==> config.mk <==
export PLATFORM = sky130hd
export DESIGN_NAME = cp_pulse_ctrl
export DESIGN_NICKNAME = d
export VERILOG_FILES = /design/src/rtl/cp_pulse_ctrl.sv
export SDC_FILE = /design/constraint.sdc
export NUM_CORES = 1
export LEC_CHECK = 0
export CORE_ASPECT_RATIO = 1.5
export CORE_UTILIZATION = 45
export CTS_BUF_LIST = sky130_fd_sc_hd__clkbuf_4 sky130_fd_sc_hd__clkbuf_8 sky130_fd_sc_hd__clkbuf_16
export DETAILED_ROUTE_END_ITERATION = 10
export PLACE_DENSITY = 0.91
export SYNTH_ARGS = -nofsm -noshare
export SYNTH_HDL_FRONTEND = slang
export SYNTH_SLANG_ARGS = --single-unit
==> constraint.sdc <==
create_clock -name wb_clk_i -period 2.44 [get_ports wb_clk_i]
set_input_delay 0.732 -clock wb_clk_i [delete_from_list [all_inputs] [get_ports wb_clk_i]]
set_output_delay 0.732 -clock wb_clk_i [all_outputs]
set_load 0.005 [all_outputs]
==> src/rtl/cp_pulse_ctrl.sv <==
// cp_pulse_ctrl -- charge-pump pulse sequencer with lock detection.
//
// Turns synchronized PFD up/down samples into fixed-width charge-pump pulses.
// Each pulse is followed by one dead cycle. A request that arrives while a
// pulse is running is held in a one-deep pending flag and served afterwards.
// Simultaneous up and down requests are "balanced events": no pump fires and
// the lock counter advances instead. locked is raised after lock_thresh
// consecutive balanced events.
//
// Ports:
//   wb_clk_i     system clock, rising edge
//   wb_rst_i     synchronous active-high reset
//   en           block enable; 0 returns to IDLE with the pumps off
//   up_req       PFD up sample (level, per cycle)
//   dn_req       PFD down sample (level, per cycle)
//   pulse_len    pump pulse width minus 1, captured at pump entry
//   lock_thresh  balanced events needed for lock (0 behaves as 1)
//   upbar        up pump drive, active-low
//   down         down pump drive, active-high
//   busy         FSM not in IDLE
//   locked       registered lock indication
//   up_cnt       up-pulse count (saturating, stats build only, else 0)
//   dn_cnt       down-pulse count (saturating, stats build only, else 0)
//
// Macros:
//   CP_CTRL_STATS_EN  enables the up_cnt/dn_cnt pulse counters
//   USE_POWER_PINS    adds the vccd1/vssd1 supply pins
//
// state    | meaning
// ---------+-----------------------------------------------
// IDLE     | pumps off, waiting for an effective request
// PUMP_UP  | upbar low, pulse counter running down
// PUMP_DN  | down high, pulse counter running down
// DEAD     | one cycle with both pumps off before IDLE

module cp_pulse_ctrl (
`ifdef USE_POWER_PINS
    inout  wire         vccd1,
    inout  wire         vssd1,
`endif
    input  logic        wb_clk_i,
    input  logic        wb_rst_i,
    input  logic        en,
    input  logic        up_req,
    input  logic        dn_req,
    input  logic [3:0]  pulse_len,
    input  logic [7:0]  lock_thresh,
    output logic        upbar,
    output logic        down,
    output logic        busy,
    output logic        locked,
    output logic [15:0] up_cnt,
    output logic [15:0] dn_cnt
);

    typedef enum logic [1:0] {
        S_IDLE    = 2'd0,
        S_PUMP_UP = 2'd1,
        S_PUMP_DN = 2'd2,
        S_DEAD    = 2'd3
    } state_t;

    state_t      state;
    state_t      state_nxt;
    logic [3:0]  pulse_cnt;
    logic        pend_up;
    logic        pend_dn;
    logic        pend_bal;
    logic [7:0]  lock_cnt;

    logic        eff_up;
    logic        eff_dn;
    logic        in_idle;
    logic        enter_up;
    logic        enter_dn;
    logic        nxt_pend_up;
    logic        nxt_pend_dn;
    logic        bal_busy;
    logic        bal_event;
    logic [7:0]  thresh_eff;

    assign eff_up      = up_req | pend_up;
    assign eff_dn      = dn_req | pend_dn;
    assign in_idle     = (state == S_IDLE);
    assign enter_up    = en && in_idle && eff_up && !eff_dn;
    assign enter_dn    = en && in_idle && eff_dn && !eff_up;

    // Requests collected while busy; both directions together cancel out.
    assign nxt_pend_up = pend_up | up_req;
    assign nxt_pend_dn = pend_dn | dn_req;
    assign bal_busy    = nxt_pend_up && nxt_pend_dn;

    // A balance seen while busy is credited on the DEAD -> IDLE edge,
    // including one that completes during the DEAD cycle itself.
    assign bal_event   = en && ((in_idle && eff_up && eff_dn) ||
                                ((state == S_DEAD) && (pend_bal || bal_busy)));

    assign thresh_eff  = (lock_thresh == 8'd0) ? 8'd1 : lock_thresh;

    // State register
    always_ff @(posedge wb_clk_i) begin
        if (wb_rst_i) state <= S_IDLE;
        else          state <= state_nxt;
    end

    // Next-state logic
    always_comb begin
        state_nxt = state;
        case (state)
            S_IDLE: begin
                if (enter_up)      state_nxt = S_PUMP_UP;
                else if (enter_dn) state_nxt = S_PUMP_DN;
            end
            S_PUMP_UP,
            S_PUMP_DN: begin
                if (pulse_cnt == 4'd0) state_nxt = S_DEAD;
            end
            S_DEAD:  state_nxt = S_IDLE;
            default: state_nxt = S_IDLE;
        endcase
        if (!en) state_nxt = S_IDLE;
    end

    // Outputs decoded from the registered state, so the two pumps can never
    // be on together.
    always_comb begin
        upbar = 1'b1;
        down  = 1'b0;
        busy  = 1'b1;
        case (state)
            S_PUMP_UP: upbar = 1'b0;
            S_PUMP_DN: down  = 1'b1;
            S_IDLE:    busy  = 1'b0;
            default: ;
        endcase
    end

    // Pulse width down-counter, loaded on pump entry.
    always_ff @(posedge wb_clk_i) begin
        if (wb_rst_i) begin
            pulse_cnt <= 4'd0;
        end else if (enter_up || enter_dn) begin
            pulse_cnt <= pulse_len;
        end else if (pulse_cnt != 4'd0) begin
            pulse_cnt <= pulse_cnt - 4'd1;
        end
    end

    // Pending flags. In IDLE every request is consumed at once (pump entry
    // or balanced event), so the flags simply clear there.
    always_ff @(posedge wb_clk_i) begin
        if (wb_rst_i || !en || in_idle) begin
            pend_up  <= 1'b0;
            pend_dn  <= 1'b0;
            pend_bal <= 1'b0;
        end else if (state == S_DEAD) begin
            pend_up  <= nxt_pend_up && !bal_busy;
            pend_dn  <= nxt_pend_dn && !bal_busy;
            pend_bal <= 1'b0;
        end else if (bal_busy) begin
            pend_up  <= 1'b0;
            pend_dn  <= 1'b0;
            pend_bal <= 1'b1;
        end else begin
            pend_up  <= nxt_pend_up;
            pend_dn  <= nxt_pend_dn;
        end
    end

    // Lock counter and indication; both freeze while disabled.
    always_ff @(posedge wb_clk_i) begin
        if (wb_rst_i) begin
            lock_cnt <= 8'd0;
            locked   <= 1'b0;
        end else if (en) begin
            locked <= (lock_cnt >= thresh_eff);
            if (enter_up || enter_dn)
                lock_cnt <= 8'd0;
            else if (bal_event && lock_cnt != 8'hFF)
                lock_cnt <= lock_cnt + 8'd1;
        end
    end

`ifdef CP_CTRL_STATS_EN
    always_ff @(posedge wb_clk_i) begin
        if (wb_rst_i) begin
            up_cnt <= 16'd0;
            dn_cnt <= 16'd0;
        end else begin
            if (enter_up && up_cnt != 16'hFFFF) up_cnt <= up_cnt + 16'd1;
            if (enter_dn && dn_cnt != 16'hFFFF) dn_cnt <= dn_cnt + 16'd1;
        end
    end
`else
    assign up_cnt = 16'd0;
    assign dn_cnt = 16'd0;
`endif

endmodule

======== Word level (Yosys, flattened, before mapping) ========
Cells that the tools add are included.
word-level totals
  bits in registers ....................... 18
  bits of input ports ..................... 17
  output and inout bits ................... 36
  word-level logic and storage cells ...... 68
operators by class
  $add $sub $neg .......................... 2
  magnitude comparators ................... 1
  equality and inequality tests ........... 6
  muxes and demuxes ....................... 16
  bitwise gates (word level) .............. 3
  reduce and logical (&&, ||, !) cells .... 33
operator list
  operator               number
  $mux W8                3
  $logic_and A1 B1 Y1    13
  $add A8 B1 Y8 const B  1
  $ge A8 B8 Y1           1
  $logic_not A8 Y1       1
  $mux W4                2
  $ne A8 B8 Y1 const B   1
  $mux W1                7
  $mux W2                3
  $pmux W2 S3            1
  $reduce_or A2 Y1       3
  $logic_or A1 B1 Y1     5
  $eq A2 B2 Y1 const B   2
  $logic_not A1 Y1       4
  $logic_not A4 Y1       1
  $reduce_and A2 Y1      2
  $reduce_bool A2 Y1     2
  $reduce_bool A4 Y1     1
  $sub A4 B1 Y4 const B  1
  $ne A3 B1 Y1 const B   1
  $eq A2 B1 Y1 const B   1
  $logic_not A2 Y1       1
  $ne A2 B2 Y1 const B   1
  $or A1 B1 Y1           2
  $not A1 Y1             1

======== Depth between registers and ports, before layout ========
  word-level depth ........................ 9
  mapped depth ............................ 8
  gate-level depth less buffers ........... 8

======== Worst setup path before layout ========
Ideal clock, no wire load.
  kind .................................... input to register
  start point ............................. in lock_thresh[4]
  end point ............................... reg locked
  setup time .............................. 0.122 ns
  arrival time ............................ 2.110 ns
  data required time ...................... 2.318 ns
  slack ................................... 0.209 ns
  stages .................................. 8
  cells stage by stage .................... nor4_1 a41o_1 ha_1 nand2b_1 a21o_1 a21o_1 a211oi_1 nor4_1
between the ends
  cells in the longest elaborated chain, start to end .. 3
ends and longest elaborated chain
  what                  RTL line  text
  from (decl)           47        input logic [7:0] lock_thresh,
  $logic_not A8 Y1      98        assign thresh_eff = (lock_thresh == 8'd0) ? 8'd1 : lock_thresh;
  $mux W8 *             98
  $ge A8 B8 Y1 *        176       locked <= (lock_cnt >= thresh_eff);
  to (signal assigned)  176
  to (decl)             51        output logic locked,
Mark *: on every way between the ends. The rest lies on a longest branch, timed or not.
A chain may end at the register's enable or synchronous reset.

======== Worst setup path after layout ========
  start point ............................. in lock_thresh[3]
  end point ............................... reg locked
Same word-level chain as after synthesis.

==> results.sh <==
export IMPL_nFillCells=312
export IMPL_synth_top_cell_by_area="dfxtp_1"
export IMPL_die_h_um=72.1
export IMPL_p_seq_frac=0.384
export IMPL_hold_viol=0
export IMPL_numCtsBuffers=3
export IMPL_post_cts_buffers=0
export IMPL_worstPathArrival_ns=2.48
export IMPL_start_util=0.471
export IMPL_path_class="primary input to register"
export IMPL_ir_drop_mv=0.228
export IMPL_yosysMostFrequentCell="buf_4"
export IMPL_synth_area_mm2=0.00147
export IMPL_synth_warnings=0
export IMPL_drv_cap=0
export IMPL_cts_tree="built"
export IMPL_nNetsFinal=238
export IMPL_skew_ns=0.00347
export IMPL_wl_um=2620
export IMPL_worst_hold_slack_ns=0.507
export IMPL_hold_end="lock_cnt[1]"
export IMPL_rr_worst_depth=7
export IMPL_overflow=0
export IMPL_dp_slack_ns=-0.450
export IMPL_post_route_min_period_ns=2.34
export IMPL_avgSynthCellArea_um2=8.27
export IMPL_yosysSeqAreaShare=0.245
export IMPL_ys_seq_elements=18
export IMPL_p_int_uw=614
export IMPL_avgRoutedWirePerCell_um=10.7
export IMPL_synth_top_area_share=0.245
export IMPL_cpLargestDelayFamily="compound AO/OA/AOI/OAI gates"
export IMPL_startpoint="lock_thresh[3]"
export IMPL_crit_fanout=2
export IMPL_cts_root_buf="clkbuf_8"
export IMPL_cts_sinks=18
export IMPL_power_leakage_uw=0.000786
export IMPL_design_area_mm2=0.00170
export IMPL_rsz0062_at_grt="false"
export IMPL_fin_tns_setup_ns=0
export IMPL_hpwlAfterDp_um=2060
export IMPL_async_flop_share=0
export IMPL_max_stage_delay_ns=0.46
export IMPL_clockPowerShare=0.275
export IMPL_path_buf_inv=2
export IMPL_critPathMostFrequentCell="a21o_1"
export IMPL_postRouteAntennaNets=0
export IMPL_htree_levels=1
export IMPL_grt_pass1_wl_um=4700
export IMPL_post_dp_cell_area_mm2=0.00163
export IMPL_drv_slew=0
export IMPL_finalSetupViolCount=0
export IMPL_grtUsageTotal=0.167
export IMPL_portBuffers=20
export IMPL_n_antenna_cell=0
export IMPL_fmax_mhz=427
export IMPL_p_per_area_mw_per_mm2=525
export IMPL_fin_crit_sh=0.959
export IMPL_cts_buffer_depth=2
export IMPL_gp_congestion=0.814
export IMPL_syn_inst=178
export IMPL_path_cells="clkdlybuf4s50_1 > inv_1 > a41o_1 > ha_1 > nand2b_1 > a21o_1 > a21o_1 > a211oi_2 > nor4_1"
export IMPL_critPathSlowestCell="clkdlybuf4s50_1"
export IMPL_io_pins=53
export IMPL_utilization=0.544
export IMPL_ys_dominant_reg_cell="dfxtp_1"
export IMPL_synth_edf_count=0
export IMPL_end_kind="register"
export IMPL_switching_share=0.313
export IMPL_min_path_type="register to register"
export IMPL_r2r_slack_ns=0.77
export IMPL_min_delay_start="lock_cnt[1]"
export IMPL_status="complete, no violations"
export IMPL_ys_types=42
export IMPL_die_area_mm2=0.00351
export IMPL_drive_gt1_frac=0.117
export IMPL_min_path_cells=2
export IMPL_antenna_found_initial=0
export IMPL_cts_reportedPaths_clkPinSlew_ns=0.07
export IMPL_vias=1179
export IMPL_cp_data_required_time_ns=2.58
export IMPL_grt_max_degree=11
export IMPL_switching_power_uw=279
export IMPL_drt_initial_drc_count=19
export IMPL_insertion_delay_ns=0.25
export IMPL_setup_ws_ns=0.100
export IMPL_core_area_mm2=0.00313
export IMPL_reg2reg_to="state[0]"
export IMPL_critPathLaunchType="primary input"
export IMPL_drt_pass1_iterations=4
export IMPL_synthTopCellsByCount="33 x buf_4, 18 x dfxtp_1, 15 x ha_1, 15 x inv_1, 13 x nor2_1"
export IMPL_syn_to_final_growth_pct=15.5
export IMPL_drc=0
export IMPL_num_rows=25
export IMPL_die_w_um=48.7
export IMPL_grt_pass1_vias=1178
export IMPL_synthTopCellsByArea="dfxtp_1 24%, buf_4 17%, ha_1 13%"
export IMPL_regToRegStartpoint="state[0]"
export IMPL_pwr_share_comb=0.341
export IMPL_vias_per_cell=4.81
## registers in the layout (all words and copies together) (netlist names)
register and count:
pend_bal 1, pend_up 1, locked 1, state 2, pulse_cnt 4, pend_dn 1
lock_cnt 8
## timing repair
action                                  CTS  global route
hold buffers                              0             0
endpoints found under the setup margin    1             2
cloned                                    0             0
resized for setup                         5             2
pin swaps                                 3             2
## worst max-delay path by stage
stage,cells past startpoint,slack (ns),end
6_report,9,0.10,locked
5_1_grt,9,0.02,locked
3_3_place_gp,9,-0.38,locked
3_5_place_dp,9,-0.45,locked
2_1_floorplan,8,0.21,locked
4_1_cts,4,0.03,busy
## cell usage in the layout (no fill, tap or decap), types with 2 or more instances in the layout
cell | Yosys | layout
nand2b_1 | 2 | 2
and2_1 | 2 | 2
nor3_1 | 2 | 2
nor2_2 | 2 | 2
a21o_1 | 3 | 3
nand4_1 | 2 | 2
dlygate4sd2_1 | 0 | 3
clkdlybuf4s50_1 | 0 | 16
nand2_1 | 10 | 10
buf_4 | 33 | 7
nor4_1 | 3 | 2
o211ai_1 | 2 | 2
dfxtp_1 | 18 | 18
nor2_1 | 13 | 13
a21oi_1 | 8 | 8
o21ai_0 | 5 | 5
conb_1 | 1 | 32
xnor2_1 | 7 | 7
inv_1 | 15 | 15
nand3_1 | 4 | 4
mux2i_1 | 5 | 5
ha_1 | 15 | 14
a211oi_1 | 4 | 3
clkbuf_8 | 0 | 4
## worst reg2reg max path: cells and delay by family, from the launching register on
kind / cells / cell delay, ns
simple gates: 4 / 0.78
flops: 1 / 0.34
fa+ha+maj: 1 / 0.25
compound gates: 1 / 0.14
buf+inv: 1 / 0.12
## cells by family after synthesis
kind of cell	synth area share
multiplexers	0.0340
XOR/XNOR	0.0527
AO/OA/AOI/OAI	0.142
buffers and inverters	0.213
AND/OR/NAND/NOR	0.184
adder cells (fa/ha/maj)	0.127
other	0.00255
flip-flops	0.245
## routing by layer
metal	vias up	wire (um)	GRT usage
met5	-	0	0
met2	45	1400	0.327
met1	536	1070	0.169
li1	594	-	-
met4	0	54	0.0817
met3	4	94	0.0231
## per-stage QoR
step	cells	total power, uW
2_1_floorplan	209	607
3_3_place_gp	241	643
3_5_place_dp	241	652
6_report	245	894
4_1_cts	245	894
5_1_grt	245	952
## final cells by class
cell class                 instances  area, um2  share of cell area
tap                               40       50.0              0.0294
timing repair buffer              27        251               0.148
multi-input combinational        141        928               0.546
clock buffer                       4       55.1              0.0324
inverter                          15       56.3              0.0331
sequential                        18        360               0.212
## power groups by stage
stage | Sequential, uW | Clock, uW | Combinational [uW]
2_1_floorplan | 346 | 0 | 261
3_3_place_gp | 349 | 0 | 294
3_5_place_dp | 351 | 0 | 301
4_1_cts | 344 | 246 | 305
5_1_grt | 346 | 259 | 347
6_report | 343 | 245 | 305
No activity file was read; power rests on OpenSTA's default activity.
